<file path="src/rtl/cg_delay_sched.sv">
// Round-robin scheduler sharing one preset/stop/increment counter among NUM_REQ
// requesters; grants, presets, counts to the owner's delay and pulses its done.
module cg_delay_sched #(
    parameter int unsigned NUM_REQ    = 4,
    parameter int unsigned DATA_WIDTH = 32
) (
    input  logic                          i_clk,
    input  logic                          i_rstn,
    input  logic [NUM_REQ-1:0]            i_req,
    input  logic [NUM_REQ*DATA_WIDTH-1:0] i_delay,
    input  logic                          i_pause,
    output logic [NUM_REQ-1:0]            o_gnt,
    output logic [NUM_REQ-1:0]            o_done,
    output logic                          o_busy,
    output logic [DATA_WIDTH-1:0]         o_count
);

    localparam int unsigned PTR_W = (NUM_REQ > 1) ? $clog2(NUM_REQ) : 1;

    typedef enum logic [1:0] {
        ST_IDLE = 2'd0,
        ST_LOAD = 2'd1,
        ST_RUN  = 2'd2,
        ST_DONE = 2'd3
    } state_e;

    state_e                state_q,  state_d;
    logic [PTR_W-1:0]      ptr_q,    ptr_d;
    logic [PTR_W-1:0]      owner_q,  owner_d;
    logic [DATA_WIDTH-1:0] target_q, target_d;
    logic [DATA_WIDTH-1:0] count_q,  count_d;
    logic [NUM_REQ-1:0]    gnt_q,    gnt_d;
    logic [NUM_REQ-1:0]    done_q,   done_d;
    logic                  busy_q,   busy_d;

    logic                  sel_found_c;
    logic [PTR_W-1:0]      sel_idx_c;

    // (base + off) mod NUM_REQ, with off < NUM_REQ
    function automatic logic [PTR_W-1:0] wrap_add(input logic [PTR_W-1:0] base,
                                                  input int unsigned    off);
        int unsigned sum;
        sum = 32'(base) + off;
        if (sum >= NUM_REQ) begin
            sum = sum - NUM_REQ;
        end
        return PTR_W'(sum);
    endfunction

    // First pending request scanning from the round-robin pointer
    always_comb begin
        sel_found_c = 1'b0;
        sel_idx_c   = '0;
        for (int unsigned k = 0; k < NUM_REQ; k++) begin
            if (!sel_found_c && i_req[wrap_add(ptr_q, k)]) begin
                sel_found_c = 1'b1;
                sel_idx_c   = wrap_add(ptr_q, k);
            end
        end
    end

    // Next-state, counter control and registered-output decode
    always_comb begin
        state_d  = state_q;
        ptr_d    = ptr_q;
        owner_d  = owner_q;
        target_d = target_q;
        count_d  = count_q;

        case (state_q)
            ST_IDLE: begin
                if (sel_found_c) begin
                    owner_d  = sel_idx_c;
                    target_d = i_delay[32'(sel_idx_c) * DATA_WIDTH +: DATA_WIDTH];
                    state_d  = ST_LOAD;
                end
            end
            ST_LOAD: begin
                if (!i_req[owner_q]) begin
                    ptr_d   = wrap_add(owner_q, 1);
                    state_d = ST_IDLE;
                end else begin
                    count_d = '0;
                    state_d = ST_RUN;
                end
            end
            ST_RUN: begin
                // Withdrawal wins over expiry; equality stops the count so it never wraps
                if (!i_req[owner_q]) begin
                    ptr_d   = wrap_add(owner_q, 1);
                    state_d = ST_IDLE;
                end else if (!i_pause) begin
                    if (count_q == target_q) begin
                        state_d = ST_DONE;
                    end else begin
                        count_d = count_q + DATA_WIDTH'(1);
                    end
                end
            end
            ST_DONE: begin
                ptr_d   = wrap_add(owner_q, 1);
                state_d = ST_IDLE;
            end
            default: begin
                state_d = ST_IDLE;
            end
        endcase

        busy_d = (state_d != ST_IDLE);
        gnt_d  = busy_d ? (NUM_REQ'(1) << owner_d) : '0;
        done_d = (state_d == ST_DONE) ? (NUM_REQ'(1) << owner_d) : '0;
    end

    always_ff @(posedge i_clk or negedge i_rstn) begin
        if (!i_rstn) begin
            state_q  <= ST_IDLE;
            ptr_q    <= '0;
            owner_q  <= '0;
            target_q <= '0;
            count_q  <= '0;
            gnt_q    <= '0;
            done_q   <= '0;
            busy_q   <= 1'b0;
        end else begin
            state_q  <= state_d;
            ptr_q    <= ptr_d;
            owner_q  <= owner_d;
            target_q <= target_d;
            count_q  <= count_d;
            gnt_q    <= gnt_d;
            done_q   <= done_d;
            busy_q   <= busy_d;
        end
    end

    assign o_gnt   = gnt_q;
    assign o_done  = done_q;
    assign o_busy  = busy_q;
    assign o_count = count_q;

endmodule
</file>
<file path="config.mk">
export PLATFORM = sky130hd
export DESIGN_NAME = cg_delay_sched
export DESIGN_NICKNAME = d
export VERILOG_FILES = /design/src/rtl/cg_delay_sched.sv
export SDC_FILE = /design/constraint.sdc
export NUM_CORES = 1
export LEC_CHECK = 0
export CORE_UTILIZATION = 35
export CTS_CLUSTER_SIZE = 8
export DETAILED_ROUTE_END_ITERATION = 16
export GPL_TIMING_DRIVEN = 0
export PLACE_DENSITY = 0.68
export SYNTH_ARGS = -nofsm -noshare
export SYNTH_HDL_FRONTEND = slang
export SYNTH_SLANG_ARGS = --single-unit
</file>
<file path="constraint.sdc">
create_clock -name i_clk -period 2.9 [get_ports i_clk]
set_input_delay 0.29 -clock i_clk [delete_from_list [all_inputs] [get_ports i_clk]]
set_output_delay 0.29 -clock i_clk [all_outputs]
set_load 0.02 [all_outputs]
</file>
==> results of run 1 <==
[through the flow]
stage          TNS, ps  cell area [µm²]  std cells  worst slack (ps)  hold WS (ps)
6_report             0             7203        870             236.1         442.8
5_1_grt              0             7203        870             32.02         490.8
4_1_cts              0             7203        870             216.9         450.9
3_5_place_dp    -647.4             6873        855            -124.2         266.2
3_3_place_gp    -98480             6848        854             -1248         488.2
2_1_floorplan        0             4876        503             528.2        -5.591
[cell usage in the layout (no fill, tap or decap), types with 7 or more instances in the layout]
cell type	synthesis	final
nor2_1	33	33
nand4_1	18	18
inv_1	13	13
xor2_1	32	32
nor4_1	13	13
o221ai_1	32	32
clkdlybuf4s50_1	0	174
dfrtp_1	79	79
buf_2	9	9
xnor2_1	8	8
a21oi_1	21	21
nand2_1	59	59
o21ai_0	7	7
a31o_2	13	13
clkbuf_16	0	9
nand2b_1	9	9
nand3_1	9	9
mux2i_1	70	70
clkbuf_1	20	20
[area by class of cell]
class | instances | area (µm²)
Sequential cell | 79 | 1977
Multi-Input combinational cell | 382 | 2730
Buffer | 29 | 120.1
Inverter | 13 | 48.80
Clock inverter | 3 | 67.56
Tap cell | 176 | 220.2
Timing Repair Buffer | 177 | 1787
Clock buffer | 11 | 252.7
Fill cell | 1221 | 6197
[power by group through the flow]
stage | Clock [mW] | Sequential, mW | Combinational (mW)
floorplan | 0 | 1.62 | 1.59
global placement | 0 | 1.67 | 2.30
detailed placement | 0 | 1.69 | 2.36
CTS | 1.24 | 1.67 | 2.38
global route | 1.29 | 1.71 | 2.62
finish | 1.22 | 1.67 | 2.36
[cells by family (layout without fill, tap and decap cells)]
logic type / after synthesis / after routing
AOI/OAI and AO/OA: 95 / 95
xor gates and xnor gates: 40 / 40
adders and majority gates: 6 / 6
buffers and inverters: 42 / 233
DFF: 79 / 79
muxes: 71 / 71
and+or+nand+nor: 170 / 170
[critical path, stage by stage]
cell and delay [ps]:
clkdlybuf4s50_1 470, or4_1 580, nand4_1 110, clkbuf_1 450, buf_2 430, mux2i_1 340, o221ai_1 170
[routing by layer]
| layer | vias to the layer above | track usage [%] |
|---|---|---|
| li1 | 2241 | - |
| met1 | 2232 | 29.06 |
| met2 | 195 | 38.18 |
| met3 | 21 | 3.660 |
| met4 | 0 | 7.500 |
| met5 | - | 0 |
[path summary, 6_finish.rpt]
path	start	end	slack (ps)	depth (start not counted)
max	i_req[0]	target_q[8]$_DFFE_PN0P_	240	7
min reg2reg	target_q[25]$_DFFE_PN0P_	target_q[25]$_DFFE_PN0P_	510	2
max in group asynchronous	i_rstn	o_count[27]$_DFFE_PN0P_	1880	3
max reg2reg	o_count[2]$_DFFE_PN0P_	o_count[23]$_DFFE_PN0P_	240	8
min in group i_clk	target_q[25]$_DFFE_PN0P_	target_q[25]$_DFFE_PN0P_	510	2
min	i_rstn	owner_q[0]$_DFF_PN0_	440	2
[repair_timing]
item	4_1_cts	5_1_grt
endpoints found under the setup margin	0	0
endpoints found under the hold margin	32	0
setup buffers	0	0
hold buffers	1	0
[registers in the layout, summed over array words and instances (netlist names)]
| signal | flops |
|---|---|
| o_count | 32 |
| target_q | 32 |
| o_done | 4 |
| o_gnt | 4 |
| owner_q | 2 |
| ptr_q | 2 |
| state_q | 2 |
| o_busy | 1 |
==> metrics.txt, run 1 <==
Buffers on Ports approximately 180; Synth area leader dfrtp_1; critical path class in2reg; DRT Wirelength between 15,000 and 20,000 µm; DIE WIDTH around 120 µm; Synth Area in Adders 1.540%; most instantiated cells after synthesis dfrtp_1 (79), mux2i_1 (70), nand2_1 (59); DRC viols 0; Site Rows between 40 and 50; Overall Power approximately 5.3 mW; Routed Antenna Nets 0; Tot GR Track Use between 20% and 30%; final core utilization around 54%; max-cap violation count 0; worst path required time roughly 3100 ps; initial antenna violation count 0; Sinks on Clock Net 79; Reg power frac between 30% and 40%; area growth from synthesis to layout 47.73%; DP HPWL roughly 12,000 µm; first-pass GRT wire length ~25,000 µm; Resize count post-CTS 0; Synth Area in Simple Gates ~18%; ranking of synthesized cells by area dfrtp_1 (41%), mux2i_1 (14%), o221ai_1 (5.7%), xor2_1 (5.7%), nand2_1 (4.5%); gpl congestion around 0.87; largest family of logic cells by synthesized area simple AND/OR/NAND/NOR gates; number of enable flip-flop cells after synthesis 0; Hold WC Path Type in2async; CTS Buffer Depth 2; fin crit share 91.86%; sw frac between 30% and 40%; layout cells sized above 1 under 10%; drt via density 5.390; Worst Path Arrival ~2900 ps; Mean Syn Cell Area just under 10 µm²; routed length on met3 1019 µm; Vias roughly 4,700; Root Buffer clkbuf_16; dominant synthesized flop cell dfrtp_1; final hold vios 0; Clk network pwr share a little under a quarter; Die Area 14,410 µm²; fmax between 0.3 and 0.4 GHz; Rel. slew slack between 50% and 60%; WL met2 around 7800 µm; later-pin clock latency in the skew report 330 ps; largest net degree at the start of global routing 48; GR Overflow Total 0; element type at the critical path end flop; min Tclk post-route around 2700 ps; highest routed layer met4; total iterations of the first detailed-routing run 6; final clock skew 7.541 ps; library cells used by synthesis 43; sequential-to-total area share from yosys stat a little over 40%; Post-Synth XOR/XNOR Area under 10%; Yosys Warn Count 0; cell-internal power between 3 and 4 mW; wire length on met1 6522 µm; antenna cells 0; worst vdd ir approximately 0.36 mV; H-tree depth 3; vias in the first global route between 4,000 and 5,000; Die Span Y between 100 and 150 µm; post-synthesis cell count approximately 500; cell leakage power around 3.2 nW; Worst Path Max Fanout 10; compound-gate portion of the synthesized area between 10% and 20%; mux contribution to synthesized area between 10% and 20%; run status finished clean; CTS tree yes; # setup viols final 0; Worst Tran Pin Value approximately 630 ps; RSZ-0062 raised after global routing false; Nets about 830; Logic pwr share approximately 45%; Core Area about 13,000 µm²; Reg clk slew, reported paths about 60 ps; post-synth top area share 40.54%; kind of start point of the critical path primary input; Slew Viols, Final 0; WL per Instance 17.89 µm; Net Sw Power around 2.0 mW; synthesized area 4876 µm²; initial drt markers 370; I/O pin total 176; most frequent cell after synthesis dfrtp_1; Pwr per Cell Area approximately 730 nW/µm²; Async SR Flop Fraction 100.0%; #FFs+latches synth 79; Initial Utilization between 30% and 40%; synthesized net count 644; clock buffer count from CTS 9
(Power assumes the default switching activity.)
==> run 2, diff against run 1 <==
Settings changed: PLACE_DENSITY 0.68 to 0.62.
==> metrics.txt, run 2 (synthesis gave the netlist of run 1 again) <==
most frequent cells in the layout clkdlybuf4s50_1 (174), dfrtp_1 (79), mux2i_1 (70); CTS tree yes; antenna cells 0; critical path class in2reg; Reg clk slew, reported paths about 70 ps; fmax approximately 0.37 GHz; Vias around 4,700; Site Rows between 40 and 50; Rel. slew slack approximately 56%; Worst Path Arrival 2880 ps; Layout Cells excl Fill between 800 and 900; Setup crit end target_q[14]$_DFFE_PN0P_; worst vdd ir 0.3246 mV; Worst Path Max Fanout 10; clock buffer count from CTS 9; startpoint of the worst register-to-register path o_count[28]$_DFFE_PN0P_; DIE WIDTH 120.0 µm; Sequential Area between 1500 and 2000 µm²; Buf/Inv on CP 3; Clk network pwr share around 20%; placed cells ~860; multi-input combinational cell area between 2000 and 3000 µm²; WL per Instance ~19 µm; drt via density ~5.4; FILL cells 1,275; RSZ-0062 raised after global routing false; cell leakage power roughly 3.2 nW; Buffers on Ports 175; Net Sw Power roughly 2.1 mW; Levels on crit path 7; I/O pin total ~180; Reg power frac about a third; Reg2Reg Setup Slack approximately 280 ps; Setup crit start i_req[0]; Overall Power a little over 5 mW; Die Span Y approximately 120 µm; fin crit share a little over 90%; first-pass GRT wire length approximately 25,000 µm; max-cap violation count 0; Tot GR Track Use 23.06%; element type at the critical path end flop; cell family with most CP delay buffers and inverters; sw frac 40.64%; Initial Utilization roughly 36%; Core Area 13,400 µm²; DRC viols 0; final clock skew between 10 and 15 ps; H-tree depth 3; later-pin clock latency in the skew report roughly 340 ps; Pwr per Cell Area roughly 700 nW/µm²; CTS Buffer Depth 2; run status finished clean; GR Overflow Total 0; Worst R2R End o_count[25]$_DFFE_PN0P_; most common cell after layout, fill and taps aside clkdlybuf4s50_1; largest net degree at the start of global routing slightly above 60; Routed Antenna Nets 0; layout cells sized above 1 under 10%; worst path cell trace clkdlybuf4s50_1 > or4_1 > nand4_1 > clkbuf_1 > buf_2 > mux2i_1 > o221ai_1; area growth from synthesis to layout 46.55%; Hold WC Path Type in2async; CP max stage delay slightly below 600 ps; initial antenna violation count 0; Die Area ~14,000 µm²; Slew Viols, Final 0; initial drt markers ~280; min Tclk post-route 2699 ps; # setup viols final 0; worst path required time approximately 3000 ps; cell-internal power between 3 and 4 mW; Worst path slowest cell or4_1; DRT Wirelength roughly 16,000 µm; total iterations of the first detailed-routing run 5; DP HPWL roughly 13,000 µm; final core utilization a little over half; worst r2r path cells 9; Root Buffer clkbuf_16; vias in the first global route around 4,700; kind of start point of the critical path primary input; Nets 832; Logic pwr share about 47%; Worst Tran Pin Value 657.5 ps; gpl congestion about 0.83; Sinks on Clock Net 79; final hold vios 0
## run 2: changes by cell type in the layout (fill, tap and decap cells not counted), moves of 2 or more
cell | before | now
bufinv_16 | 2 | 0
clkinv_2 | 0 | 3
clkbuf_8 | 2 | 0
clkbuf_1 | 20 | 22
## run 2: power by group through the flow
stage          Clock (mW)  Combinational (mW)  Sequential, mW
6_report             1.02                2.38            1.66
2_1_floorplan           0                1.59            1.62
5_1_grt              1.07                2.60            1.70
3_5_place_dp            0                2.36            1.68
4_1_cts              1.04                2.37            1.66
3_3_place_gp            0                2.31            1.67
## run 2: final cells by class
cell class,instances,area share [%]
Multi-Input combinational cell,382,38.29
Timing Repair Buffer,177,25.00
Tap cell,176,3.082
Sequential cell,79,27.67
Buffer,29,1.681
Inverter,13,0.6829
Clock inverter,4,0.3327
Clock buffer,11,3.257
## run 2: worst min-delay path by stage
stage | start | end | slack (ps) | cells after the start
CTS | i_rstn | ptr_q[1]$_DFFE_PN0P_ | 380 | 2
floorplan | i_rstn | o_busy$_DFF_PN0_ | -6 | 0
global route | i_rstn | ptr_q[1]$_DFFE_PN0P_ | 410 | 2
finish | i_rstn | ptr_q[1]$_DFFE_PN0P_ | 380 | 2
detailed placement | i_rstn | ptr_q[0]$_DFFE_PN0P_ | 210 | 1
global placement | target_q[27]$_DFFE_PN0P_ | target_q[27]$_DFFE_PN0P_ | 500 | 2
## run 2: metrics by stage
step,setup slack [ps],hold WS [ps],cell area [µm²],setup TNS (ps)
detailed placement,-153.8,205.2,6873,-2641
CTS,149.3,380.0,7139,0
finish,201.1,378.7,7146,0
global route,62.97,409.1,7146,0
floorplan,528.2,-5.591,4876,0
global placement,-1345,495.6,6848,-106170
## run 2: layer usage
| metal | vias to the layer above | routed length, µm | GRT usage (%) |
|---|---|---|---|
| met4 | 0 | 218 | 6.797 |
| met3 | 18 | 745 | 3.565 |
| met1 | 2319 | 7224 | 30.22 |
| met5 | - | 0 | 0 |
| met2 | 152 | 8017 | 38.97 |
| li1 | 2241 | - | - |
## run 2: repair_timing
action | CTS | global route
resized for setup | 0 | 1
hold buffers | 1 | 0
endpoints found under the hold margin | 19 | 0
buffers inserted | 0 | 0
setup endpoints to repair | 0 | 3
